<file path="src/rtl/dmem_arbiter.sv">
// Round-robin arbiter and sequencer sharing the single-port data RAM between
// the CPU MEM-stage port and the UART program-loader write port.
module dmem_arbiter #(
  parameter int ADDR_W = 14,
  parameter int RD_LAT = 1
) (
  input  logic              clk,
  input  logic              rst_n,
  input  logic              cpu_req,
  input  logic              cpu_we,
  input  logic [31:0]       cpu_addr,
  input  logic [31:0]       cpu_wdata,
  output logic [31:0]       cpu_rdata,
  output logic              cpu_ready,
  output logic              stall_req,
  input  logic              ld_req,
  input  logic [31:0]       ld_addr,
  input  logic [31:0]       ld_wdata,
  output logic              ld_ack,
  output logic              ram_en,
  output logic              ram_we,
  output logic [ADDR_W-1:0] ram_addr,
  output logic [31:0]       ram_wdata,
  input  logic [31:0]       ram_rdata
);

  // Handshake: a requester raises req and holds it until its one-cycle
  // completion pulse (cpu_ready / ld_ack); it must drop or change the request
  // at that edge. The request is captured at grant, later changes are ignored.

  typedef enum logic [1:0] {S_IDLE, S_ISSUE, S_WAIT, S_DONE} state_t;

  localparam logic [1:0] CNT_INIT = 2'(RD_LAT - 1);

  state_t              state, state_nxt;
  logic [1:0]          cnt, cnt_nxt;
  logic                last_ld, last_ld_nxt;
  logic                win_ld, win_ld_nxt;
  logic                pick_ld;
  logic [31:0]         cpu_rdata_nxt;
  logic                cpu_ready_nxt, ld_ack_nxt;
  logic                ram_en_nxt, ram_we_nxt;
  logic [ADDR_W-1:0]   ram_addr_nxt;
  logic [31:0]         ram_wdata_nxt;
  logic                unused_addr_bits;

  assign unused_addr_bits = ^{cpu_addr[31:ADDR_W+2], cpu_addr[1:0],
                              ld_addr[31:ADDR_W+2], ld_addr[1:0]};

  assign stall_req = cpu_req & ~cpu_ready;

  always_comb begin
    state_nxt     = state;
    cnt_nxt       = cnt;
    last_ld_nxt   = last_ld;
    win_ld_nxt    = win_ld;
    pick_ld       = 1'b0;
    cpu_rdata_nxt = cpu_rdata;
    cpu_ready_nxt = 1'b0;
    ld_ack_nxt    = 1'b0;
    ram_en_nxt    = 1'b0;
    ram_we_nxt    = 1'b0;
    ram_addr_nxt  = '0;
    ram_wdata_nxt = '0;
    case (state)
      S_IDLE: begin
        if (cpu_req || ld_req) begin
          // On conflict the loader wins only if the CPU was granted last.
          pick_ld       = ld_req && (!cpu_req || !last_ld);
          win_ld_nxt    = pick_ld;
          last_ld_nxt   = pick_ld;
          ram_en_nxt    = 1'b1;
          ram_we_nxt    = pick_ld | cpu_we;
          ram_addr_nxt  = pick_ld ? ld_addr[ADDR_W+1:2] : cpu_addr[ADDR_W+1:2];
          ram_wdata_nxt = pick_ld ? ld_wdata : (cpu_we ? cpu_wdata : 32'h0);
          state_nxt     = S_ISSUE;
        end
      end
      S_ISSUE: begin
        if (ram_we) begin
          cpu_ready_nxt = !win_ld;
          ld_ack_nxt    = win_ld;
          state_nxt     = S_DONE;
        end else begin
          cnt_nxt   = CNT_INIT;
          state_nxt = S_WAIT;
        end
      end
      S_WAIT: begin
        if (cnt == 2'd0) begin
          cpu_rdata_nxt = ram_rdata;
          cpu_ready_nxt = 1'b1;
          state_nxt     = S_DONE;
        end else begin
          cnt_nxt = cnt - 2'd1;
        end
      end
      S_DONE: state_nxt = S_IDLE;
      default: state_nxt = S_IDLE;
    endcase
  end

  always_ff @(posedge clk or negedge rst_n) begin
    if (!rst_n) begin
      state     <= S_IDLE;
      cnt       <= 2'd0;
      last_ld   <= 1'b1;
      win_ld    <= 1'b0;
      cpu_rdata <= 32'h0;
      cpu_ready <= 1'b0;
      ld_ack    <= 1'b0;
      ram_en    <= 1'b0;
      ram_we    <= 1'b0;
      ram_addr  <= '0;
      ram_wdata <= 32'h0;
    end else begin
      state     <= state_nxt;
      cnt       <= cnt_nxt;
      last_ld   <= last_ld_nxt;
      win_ld    <= win_ld_nxt;
      cpu_rdata <= cpu_rdata_nxt;
      cpu_ready <= cpu_ready_nxt;
      ld_ack    <= ld_ack_nxt;
      ram_en    <= ram_en_nxt;
      ram_we    <= ram_we_nxt;
      ram_addr  <= ram_addr_nxt;
      ram_wdata <= ram_wdata_nxt;
    end
  end

endmodule
</file>
<file path="config.mk">
export PLATFORM = sky130hd
export DESIGN_NAME = dmem_arbiter
export DESIGN_NICKNAME = d
export VERILOG_FILES = /design/src/rtl/dmem_arbiter.sv
export SDC_FILE = /design/constraint.sdc
export NUM_CORES = 1
export LEC_CHECK = 0
export ABC_AREA = 1
export BUFFER_PORTS_ARGS = -buffer_cell sky130_fd_sc_hd__buf_4
export CAP_MARGIN = 20
export CORE_ASPECT_RATIO = 1.5
export CORE_MARGIN = 2
export CORE_UTILIZATION = 42
export CTS_BUF_LIST = sky130_fd_sc_hd__clkbuf_16
export DETAILED_ROUTE_END_ITERATION = 7
export PLACE_DENSITY_LB_ADDON = 0.25
export SYNTH_ARGS = -nofsm -noshare
export SYNTH_HDL_FRONTEND = slang
export SYNTH_SLANG_ARGS = --single-unit
</file>
<file path="constraint.sdc">
create_clock -name clk -period 1.78 [get_ports clk]
set_clock_uncertainty 0.15 [all_clocks]
set_input_delay 0.356 -clock clk [delete_from_list [all_inputs] [get_ports clk]]
set_output_delay 0.356 -clock clk [all_outputs]
set_load 0.005 [all_outputs]
</file>
==> results.toml, run 1 <==
[route]
routed_wl_um = 9943
drt_pre_antenna_iters = 4
drc = 0
vias_per_cell = 4.700
drt_iter0_drc = 176
wl_per_cell_um = 13.24
drtAntennaViolNets = 0
dr_total_vias = 3530

[yosys]
ys_seq_area_share_pct = 57.18
syn_avg_cell_area_um2 = 8.879
ys_ff_latch = 88
syn_area_um2 = 3854
synthCells = 434
synth_edf_count = 0
synth_warnings = 0
synthArstFlopShare_pct = 100.0
synth.distinct_cells = 21
synth_flop_cell = "dfrtp_1"
syn-num-nets = 603

[grt]
grt_pass1_vias = 3402
grtUsageTotal_pct = 20.37
grt_overflow = 0
grt_max_degree = 89
antenna_found_initial = 0
grt_pass1_wl_um = 15570

[power_and_ir_drop]
power_leakage_nw = 3.255
power_density_nw_per_um2 = 1436
p_total_mw = 8.405
max-vdd-ir-drop_mv = 0.6875

[critical_path]
reg2reg_from = "state[0]"
r2r_slack_ps = 170
worstReg2RegEnd = "ram_addr[3]"
end_kind = "register"
cp.required_ps = 1890
start_kind = "register"
ff2ff_path_depth = 7
worst_ep_arrival_time_ps = 1720
crit_type = "register to register"
cp_max_fo = 14
cp-startpoint = "state[0]"
crit_path_end = "ram_addr[3]"

[clock_network]
cts_num_sinks = 88
h-tree-depth = 3
cts_buffer_depth = 2
cts_buffers = 9
insertion_delay_ps = 330
clockRootBuffer = "clkbuf_16"
cts_tree = "yes"
clk_pin_slew_ps = 60

[placed_design]
port_buffers = 211
dp_cells = 734
dp_hpwl_um = 7306
place_ws_ps = 143.4
gp_congestion = 0.7836

[final_layout]
nets = 805
post-route-util_pct = 65.91
diodes = 0
layout_common_cells = "buf_4 (215), nand2_1 (177), dfrtp_1 (87)"
finalNonFillerCells = 751
final_common_cell = "buf_4"
drive_gt1_share_pct = 39.16
syn2layout_area_growth_pct = 51.88

[sta]
fin_ws_ps = 168.2
maxSlewViolCount = 0
fmax_ghz = 0.6204
finalCritPeriodShare_pct = 90.55
max-slew-margin-rel_pct = 69.37
rsz0062_at_grt = "false"
finalHoldViolations = 0
setup_viol = 0
final.setup.tns_ps = 0
fin_crit_ps = 1612
worstMarginPinSlew_ps = 459.4

[die]
core_um2 = 8881
die_w_um = 82.21
row_count = 42
die_area_um2 = 9973
start_util_pct = 43.39
io_pins = 248
die_y_um = 121.3

[hold_path]
hold_class = "primary input to register"

[outcome]
status = "completed"

[job]
maxCapViolations = 0
-- cells in the mapped netlist, types with 2 or more instances --
cell type | number | share of area (%)
buf_2 | 16 | 2.1
buf_6 | 7 | 2.0
clkbuf_1 | 6 | 0.58
dfrtp_1 | 87 | 56
ha_1 | 4 | 1.3
inv_1 | 9 | 0.88
nand2_1 | 177 | 17
nand3_1 | 37 | 4.8
nand3b_1 | 32 | 6.2
nor2_1 | 21 | 2.0
nor2_2 | 11 | 1.8
nor2_4 | 2 | 0.58
o21ai_0 | 12 | 1.6
o21ai_1 | 6 | 0.78
-- through the flow --
step,cell area (um^2),hold WS (ps)
3_3_place_gp,5504,277.1
5_1_grt,5853,62.83
3_5_place_dp,5504,283.6
4_1_cts,5851,57.04
2_1_floorplan,3854,-89.59
6_report,5853,70.38
-- repair_timing --
action	CTS	global route
setup endpoints to repair	0	1
buffers inserted	0	0
gates resized for setup	0	1
hold buffers	1	0
hold endpoints to repair	87	0
-- power breakdown --
part	switching, mW	internal (mW)	total (mW)
Combinational	1.70	1.58	3.28
Sequential	0.314	2.71	3.03
Clock	0.741	1.36	2.10
Total	2.75	5.65	8.40
-- layout make-up --
type,count,area [um^2]
well taps,110,137.6
repair buffers,220,1704
clock buffers,9,225.2
multi-input cells,306,1428
clock inverters,7,111.4
flip-flops and latches,88,2203
fillers,737,3028
inverters,11,43.79
-- flip-flops by register name, indices dropped and copies added, names as in the netlist --
| name | count |
|---|---|
| cnt | 2 |
| cpu_rdata | 32 |
| cpu_ready | 1 |
| last_ld | 1 |
| ld_ack | 1 |
| ram_addr | 14 |
| ram_en | 1 |
| ram_wdata | 32 |
| ram_we | 1 |
| state | 2 |
| win_ld | 1 |
-- how the worst min path moves through the flow --
| stage | from | to | slack, ps | cells after the start |
|---|---|---|---|---|
| after CTS | ld_wdata[29] | ram_wdata[29] | 60 | 3 |
| final | ld_wdata[29] | ram_wdata[29] | 70 | 3 |
| after global routing | ld_wdata[4] | ram_wdata[4] | 60 | 3 |
| after detailed placement | rst_n | cpu_rdata[13] | 280 | 2 |
| after global placement | rst_n | cpu_rdata[13] | 280 | 2 |
| after floorplan | rst_n | cnt[0] | -90 | 0 |
-- routing by layer --
metal / track usage [%] / vias to the layer above / wire (um)
li1: - / 1768 / -
met1: 23.27 / 1583 / 3719
met2: 33.77 / 161 / 4994
met3: 7.440 / 18 / 980
met4: 8.229 / 0 / 248
met5: 0 / - / 0
-- logic make-up (layout without fill, tap and decap cells) --
group	after synthesis	after routing	share of synthesized area, %
AOI/OAI and AO/OA	20	20	2.662
adders and majority gates	4	4	1.299
buffers and inverters	40	247	5.844
DFF	88	88	57.18
and+or+nand+nor	282	282	33.02
-- critical path, stage by stage (launching register included) --
cell	delay (ps)
dfrtp_1	420
inv_1	120
ha_2	220
inv_2	80
nor2_4	140
buf_4	200
o21ai_0	110
nor2_1	110
No activity file was read; power rests on OpenSTA's default activity.
==> inputs of run 2 (changes only) <==
==> config.mk (replaced) <==
export PLATFORM = sky130hd
export DESIGN_NAME = dmem_arbiter
export DESIGN_NICKNAME = d
export VERILOG_FILES = /design/src/rtl/dmem_arbiter.sv
export SDC_FILE = /design/constraint.sdc
export NUM_CORES = 1
export LEC_CHECK = 0
export BUFFER_PORTS_ARGS = -buffer_cell sky130_fd_sc_hd__buf_4
export CAP_MARGIN = 20
export CORE_MARGIN = 2
export CORE_UTILIZATION = 40
export CTS_BUF_LIST = sky130_fd_sc_hd__clkbuf_16
export DETAILED_ROUTE_END_ITERATION = 7
export PLACE_DENSITY_LB_ADDON = 0.25
export SYNTH_ARGS = -nofsm -noshare
export SYNTH_HDL_FRONTEND = slang
export SYNTH_SLANG_ARGS = --single-unit
export TNS_END_PERCENT = 100
==> results.toml, run 2 <==
[outcome]
status = "completed"

[placed_design]
gp_congestion = 0.7728
dp_hpwl_um = 6254
port_buffers = 211
place_area_um2 = 5096
dp_cells = 555

[yosys]
synth.distinct_cells = 27
synth_top_family_by_area = "compound AO/OA/AOI/OAI gates"
synth_flop_cell = "dfrtp_1"
yosys.area_share.simple_pct = 5.210
synth_warnings = 0
synthTopCellsByCount = "dfrtp_1 (87), a22o_1 (32), mux2_2 (32)"
synth_mux_area_share_pct = 11.43
synthXorXnorAreaFrac_pct = 0
syn_area_um2 = 3338
yosysMostFrequentCell = "dfrtp_1"
synth_edf_count = 0
yosys.area.top_type = "dfrtp_1"
ys_ff_latch = 88
synth_top_area_share_pct = 65.22
syn-num-nets = 413
yosys-top-cells-area = "dfrtp_1 (65%), mux2_2 (11%), a22o_1 (8.4%), nand2_1 (3.4%), a21oi_1 (2.4%)"
synth-compound-area-share_pct = 13.04
syn_avg_cell_area_um2 = 13.68
synthCells = 244
ys_seq_area_share_pct = 66.00
synthArstFlopShare_pct = 100.0
synth-adder-area-share_pct = 1.499

[final_layout]
finalNonFillerCells = 572
syn2layout_area_growth_pct = 61.36
diodes = 0
nets = 631
drive_gt1_share_pct = 58.03
final_common_cell = "buf_4"
design_area_um2 = 5386
layout_common_cells = "buf_4 (215), dfrtp_1 (87), a22o_1 (32), mux2_2 (32), nand2_1 (30)"
n_fill_cell = 627
multi_input_area_um2 = 1045
regArea_um2 = 2203
reg.largest.list = "cpu_rdata x32, ram_wdata x32, ram_addr x14"

[sta]
setup_viol = 0
worstMarginPinSlew_ps = 279.4
fin_crit_ps = 1693
rsz0062_at_grt = "false"
final.setup.tns_ps = 0
fmax_ghz = 0.5908
maxSlewViolCount = 0
max-slew-margin-rel_pct = 81.38
finalHoldViolations = 0
finalCritPeriodShare_pct = 95.09

[clock_network]
cts_buffer_depth = 2
post_cts_resized = 0
clk_pin_slew_ps = 70
insertion_delay_ps = 320
cts_num_sinks = 88
clockRootBuffer = "clkbuf_16"
cts_tree = "yes"
h-tree-depth = 3
cts_buffers = 9

[critical_path]
slowest_stage = "dfrtp_1"
worst_ep_arrival_time_ps = 1750
path_cells = "inv_1, ha_1, nand2_1, buf_12, mux2_2"
cp_max_fo = 34
crit_type = "register to register"
end_kind = "register"
critPathMaxStageDelay_ps = 410
cp_num_buf_inv = 2
cp.required_ps = 1840
path_delay_family = "flip-flops"
start_kind = "register"

[die]
io_pins = 248
die_y_um = 95.36
row_count = 33
start_util_pct = 41.04
die_w_um = 95.36
core_um2 = 8134
die_area_um2 = 9093

[route]
wl_per_cell_um = 14.30
drtAntennaViolNets = 0
dr.max_layer_used = "met4"
dr_wl_met3_um = 867
routed_wl_um = 8182
dr_total_vias = 2712
drc = 0
vias_per_cell = 4.741
wl_met2_um = 4264
wl_met1_um = 2956
drt_iter0_drc = 76
drt_pre_antenna_iters = 4

[power_and_ir_drop]
seqPwrFrac_pct = 39.9
max-vdd-ir-drop_mv = 0.5535
power.share.clock_pct = 23.4
power_density_nw_per_um2 = 1371
combPwrFrac_pct = 36.7
power.switching_mw = 2.093
power.internal_mw = 5.294
power_leakage_nw = 2.817
switching_share_pct = 28.33

[grt]
grt_pass1_vias = 2697
grt_pass1_wl_um = 12390
antenna_found_initial = 0
grtUsageTotal_pct = 17.83
grt_overflow = 0
grt_max_degree = 51

[hold_path]
hold_class = "primary input to register"

[job]
maxCapViolations = 0
-- run 2: cell count changes after synthesis, moves of 19 or more --
cell / previous run / this run
nand2_1: 177 / 30
nor2_1: 21 / 2
nand3b_1: 32 / 0
a22o_1: 0 / 32
nand3_1: 37 / 2
mux2_2: 0 / 32
-- run 2: kinds of logic after synthesis --
logic type	count (synthesis)
flops	88
compound gates	58
simple gates	41
mux	34
buf+inv	19
fa+ha+maj	4
-- run 2: power by group through the flow --
| stage | clock, mW | sequential, mW | combinational [mW] |
|---|---|---|---|
| 2_1_floorplan | 0 | 3.03 | 1.19 |
| 5_1_grt | 1.86 | 3.03 | 2.97 |
| 6_report | 1.73 | 2.95 | 2.71 |
| 3_5_place_dp | 0 | 2.99 | 2.75 |
| 4_1_cts | 1.77 | 2.96 | 2.75 |
| 3_3_place_gp | 0 | 2.96 | 2.68 |
-- run 2: repair_timing --
| action | 4_1_cts | 5_1_grt |
|---|---|---|
| hold buffers | 1 | 0 |
| endpoints found under the hold margin | 87 | 0 |
| endpoints found under the setup margin | 0 | 0 |
| setup buffers | 0 | 0 |
-- run 2: per-stage QoR --
stage          hold WS [ps]  utilization [%]  setup WS, ps  power [mW]
2_1_floorplan        -89.59                -         126.6       4.216
3_3_place_gp          210.4            62.65         144.5       5.643
3_5_place_dp          208.5            62.65         106.9       5.741
4_1_cts               77.99            66.22         102.5       7.487
5_1_grt               78.45            66.22         4.347       7.861
6_report              87.60            66.22         87.37       7.387
-- run 2: routing by layer --
layer	up-vias	GRT usage [%]
met5	-	0
met4	0	7.246
met3	8	6.798
met2	123	30.93
met1	1282	19.60
li1	1299	-
-- run 2: final timing paths --
kind / startpoint / to / slack [ps] / cells past startpoint
worst max-delay path: state[0] / cpu_rdata[25] / 90 / 5
worst min-delay path: cpu_wdata[20] / ram_wdata[20] / 90 / 2
worst max register to register: state[0] / cpu_rdata[25] / 90 / 5
worst min register to register: cnt[0] / cnt[0] / 330 / 1
max in group asynchronous: rst_n / last_ld / 770 / 3
min in group asynchronous: rst_n / cpu_rdata[7] / 400 / 3
-- run 2: cell type report --
class | count | share of cell area (%)
Timing Repair Buffer | 220 | 31.64
Tap cell | 105 | 2.439
Multi-Input combinational cell | 137 | 19.40
Inverter | 6 | 0.4181
Sequential cell | 88 | 40.91
Clock buffer | 9 | 4.181
Clock inverter | 7 | 1.022
==> inputs of run 3 (changes only) <==
--- a/config.mk
+++ b/config.mk
@@ -10,6 +10,7 @@
 export CORE_MARGIN = 2
 export CORE_UTILIZATION = 40
 export CTS_BUF_LIST = sky130_fd_sc_hd__clkbuf_16
+export CTS_CLUSTER_DIAMETER = 80
 export DETAILED_ROUTE_END_ITERATION = 7
 export PLACE_DENSITY_LB_ADDON = 0.25
 export SYNTH_ARGS = -nofsm -noshare
==> constraint.sdc (replaced) <==
create_clock -name clk -period 1.59 [get_ports clk]
set_clock_uncertainty 0.15 [all_clocks]
set_input_delay 0.318 -clock clk [delete_from_list [all_inputs] [get_ports clk]]
set_output_delay 0.318 -clock clk [all_outputs]
set_load 0.005 [all_outputs]
==> results.toml, run 3 (synthesized netlist as in run 2, its figures left out) <==
[power_and_ir_drop]
power_density_nw_per_um2 = 1562
seqPwrFrac_pct = 37.5
power.switching_mw = 2.444
max-vdd-ir-drop_mv = 0.6195
power_leakage_nw = 2.912
power.share.clock_pct = 23.6
switching_share_pct = 27.82
p_total_mw = 8.784
combPwrFrac_pct = 39.0
power.internal_mw = 6.340

[outcome]
status = "completed"

[grt]
antenna_found_initial = 0
grt_overflow = 0
grt_pass1_vias = 2603
grtUsageTotal_pct = 17.33
grt_max_degree = 46
grt_pass1_wl_um = 12050

[clock_network]
cts_buffers = 9
h-tree-depth = 3
insertion_delay_ps = 320
cts_buffer_depth = 2
cts_tree = "yes"
clk_pin_slew_ps = 70
clockRootBuffer = "clkbuf_16"
cts_num_sinks = 88

[critical_path]
start_kind = "register"
cp.required_ps = 1690
r2r_slack_ps = 20
worst_ep_arrival_time_ps = 1680
end_kind = "register"
cp_max_fo = 8
crit_type = "register to register"

[sta]
fin_crit_ps = 1572
finalHoldViolations = 0
fmax_ghz = 0.6362
maxSlewViolCount = 0
setup_viol = 0
worstMarginPinSlew_ps = 297.0
rsz0062_at_grt = "true"
final.setup.tns_ps = 0
finalCritPeriodShare_pct = 98.85
max-slew-margin-rel_pct = 80.07
timing.hold.ws_ps = 55.49

[die]
start_util_pct = 41.04
core_um2 = 8134
row_count = 33
die_area_um2 = 9093
io_pins = 248
die_y_um = 95.36
die_w_um = 95.36

[route]
drc = 0
routed_wl_um = 8831
drtAntennaViolNets = 0
wl_per_cell_um = 15.20
vias_per_cell = 4.826
drt_pre_antenna_iters = 4
dr_total_vias = 2804
drt_iter0_drc = 64

[hold_path]
hold_class = "primary input to register"

[final_layout]
diodes = 0
final_common_cell = "buf_4"
syn2layout_area_growth_pct = 68.44
layout_common_cells = "buf_4 (216), dfrtp_1 (87), a22o_1 (32), mux2_2 (32), nand2_1 (29)"
n_fill_cell = 616
nets = 640
reg.largest.list = "cpu_rdata x32, ram_wdata x32, ram_addr x14"
drive_gt1_share_pct = 60.92

[placed_design]
gp_congestion = 0.8165
port_buffers = 211
dp_hpwl_um = 6134

[job]
maxCapViolations = 0
-- run 3: worst max-delay path, cell delays in order, from the launching register on --
cell	delay (ps)
dfrtp_1	420
inv_2	100
ha_4	160
nand3_2	100
a21oi_4	150
buf_12	140
buf_12	120
a22o_1	150
-- run 3: area by class of cell --
class / instances / area, um^2 / share of cell area [%]
inverters: 6 / 22.52 / 0.4005
repair buffers: 229 / 1874 / 33.33
flip-flops and latches: 88 / 2203 / 39.19
clock inverters: 7 / 71.32 / 1.268
well taps: 105 / 131.4 / 2.336
multi-input cells: 137 / 1095 / 19.47
clock buffers: 9 / 225.2 / 4.005
-- run 3: routing by layer --
metal	up-vias	GRT usage (%)	share of wire, %	routed length [um]
met5	-	0	0	0
met4	0	8.092	2.4	211
met3	17	6.166	9.5	835
met2	130	29.34	51	4490
met1	1348	19.53	37	3293
li1	1309	-	-	-
-- run 3: per-stage QoR --
step	worst slack [ps]	std cells	instance area, um^2	utilization (%)
6_report	18.28	581	5623	69.13
5_1_grt	-33.04	581	5623	69.13
4_1_cts	-2.370	575	5444	66.93
3_5_place_dp	5.742	558	5136	63.14
3_3_place_gp	31.66	558	5136	63.14
2_1_floorplan	23.46	244	3351	-
-- run 3: power groups by stage --
stage	clock network (mW)	registers (mW)	logic (mW)
after floorplan	0	3.39	1.37
after global placement	0	3.29	3.08
after detailed placement	0	3.33	3.17
after CTS	2.12	3.29	3.18
after global routing	2.22	3.38	3.72
final	2.07	3.29	3.42
-- run 3: worst paths after layout --
path,startpoint,end,cells after the start
worst max-delay path,state[1],ram_wdata[11],7
worst min-delay path,cpu_wdata[17],ram_wdata[17],2
worst max register to register,state[1],ram_wdata[11],7
worst min register to register,cnt[0],cnt[0],1
max in group asynchronous,rst_n,last_ld,3
min in group asynchronous,rst_n,cpu_rdata[7],3
-- run 3: timing repair --
item | 4_1_cts | 5_1_grt
setup buffers | 0 | 1
pin swaps | 0 | 1
endpoints found under the hold margin | 87 | 0
resized for setup | 1 | 13
hold buffers | 1 | 0
endpoints found under the setup margin | 2 | 66
cloned | 0 | 5
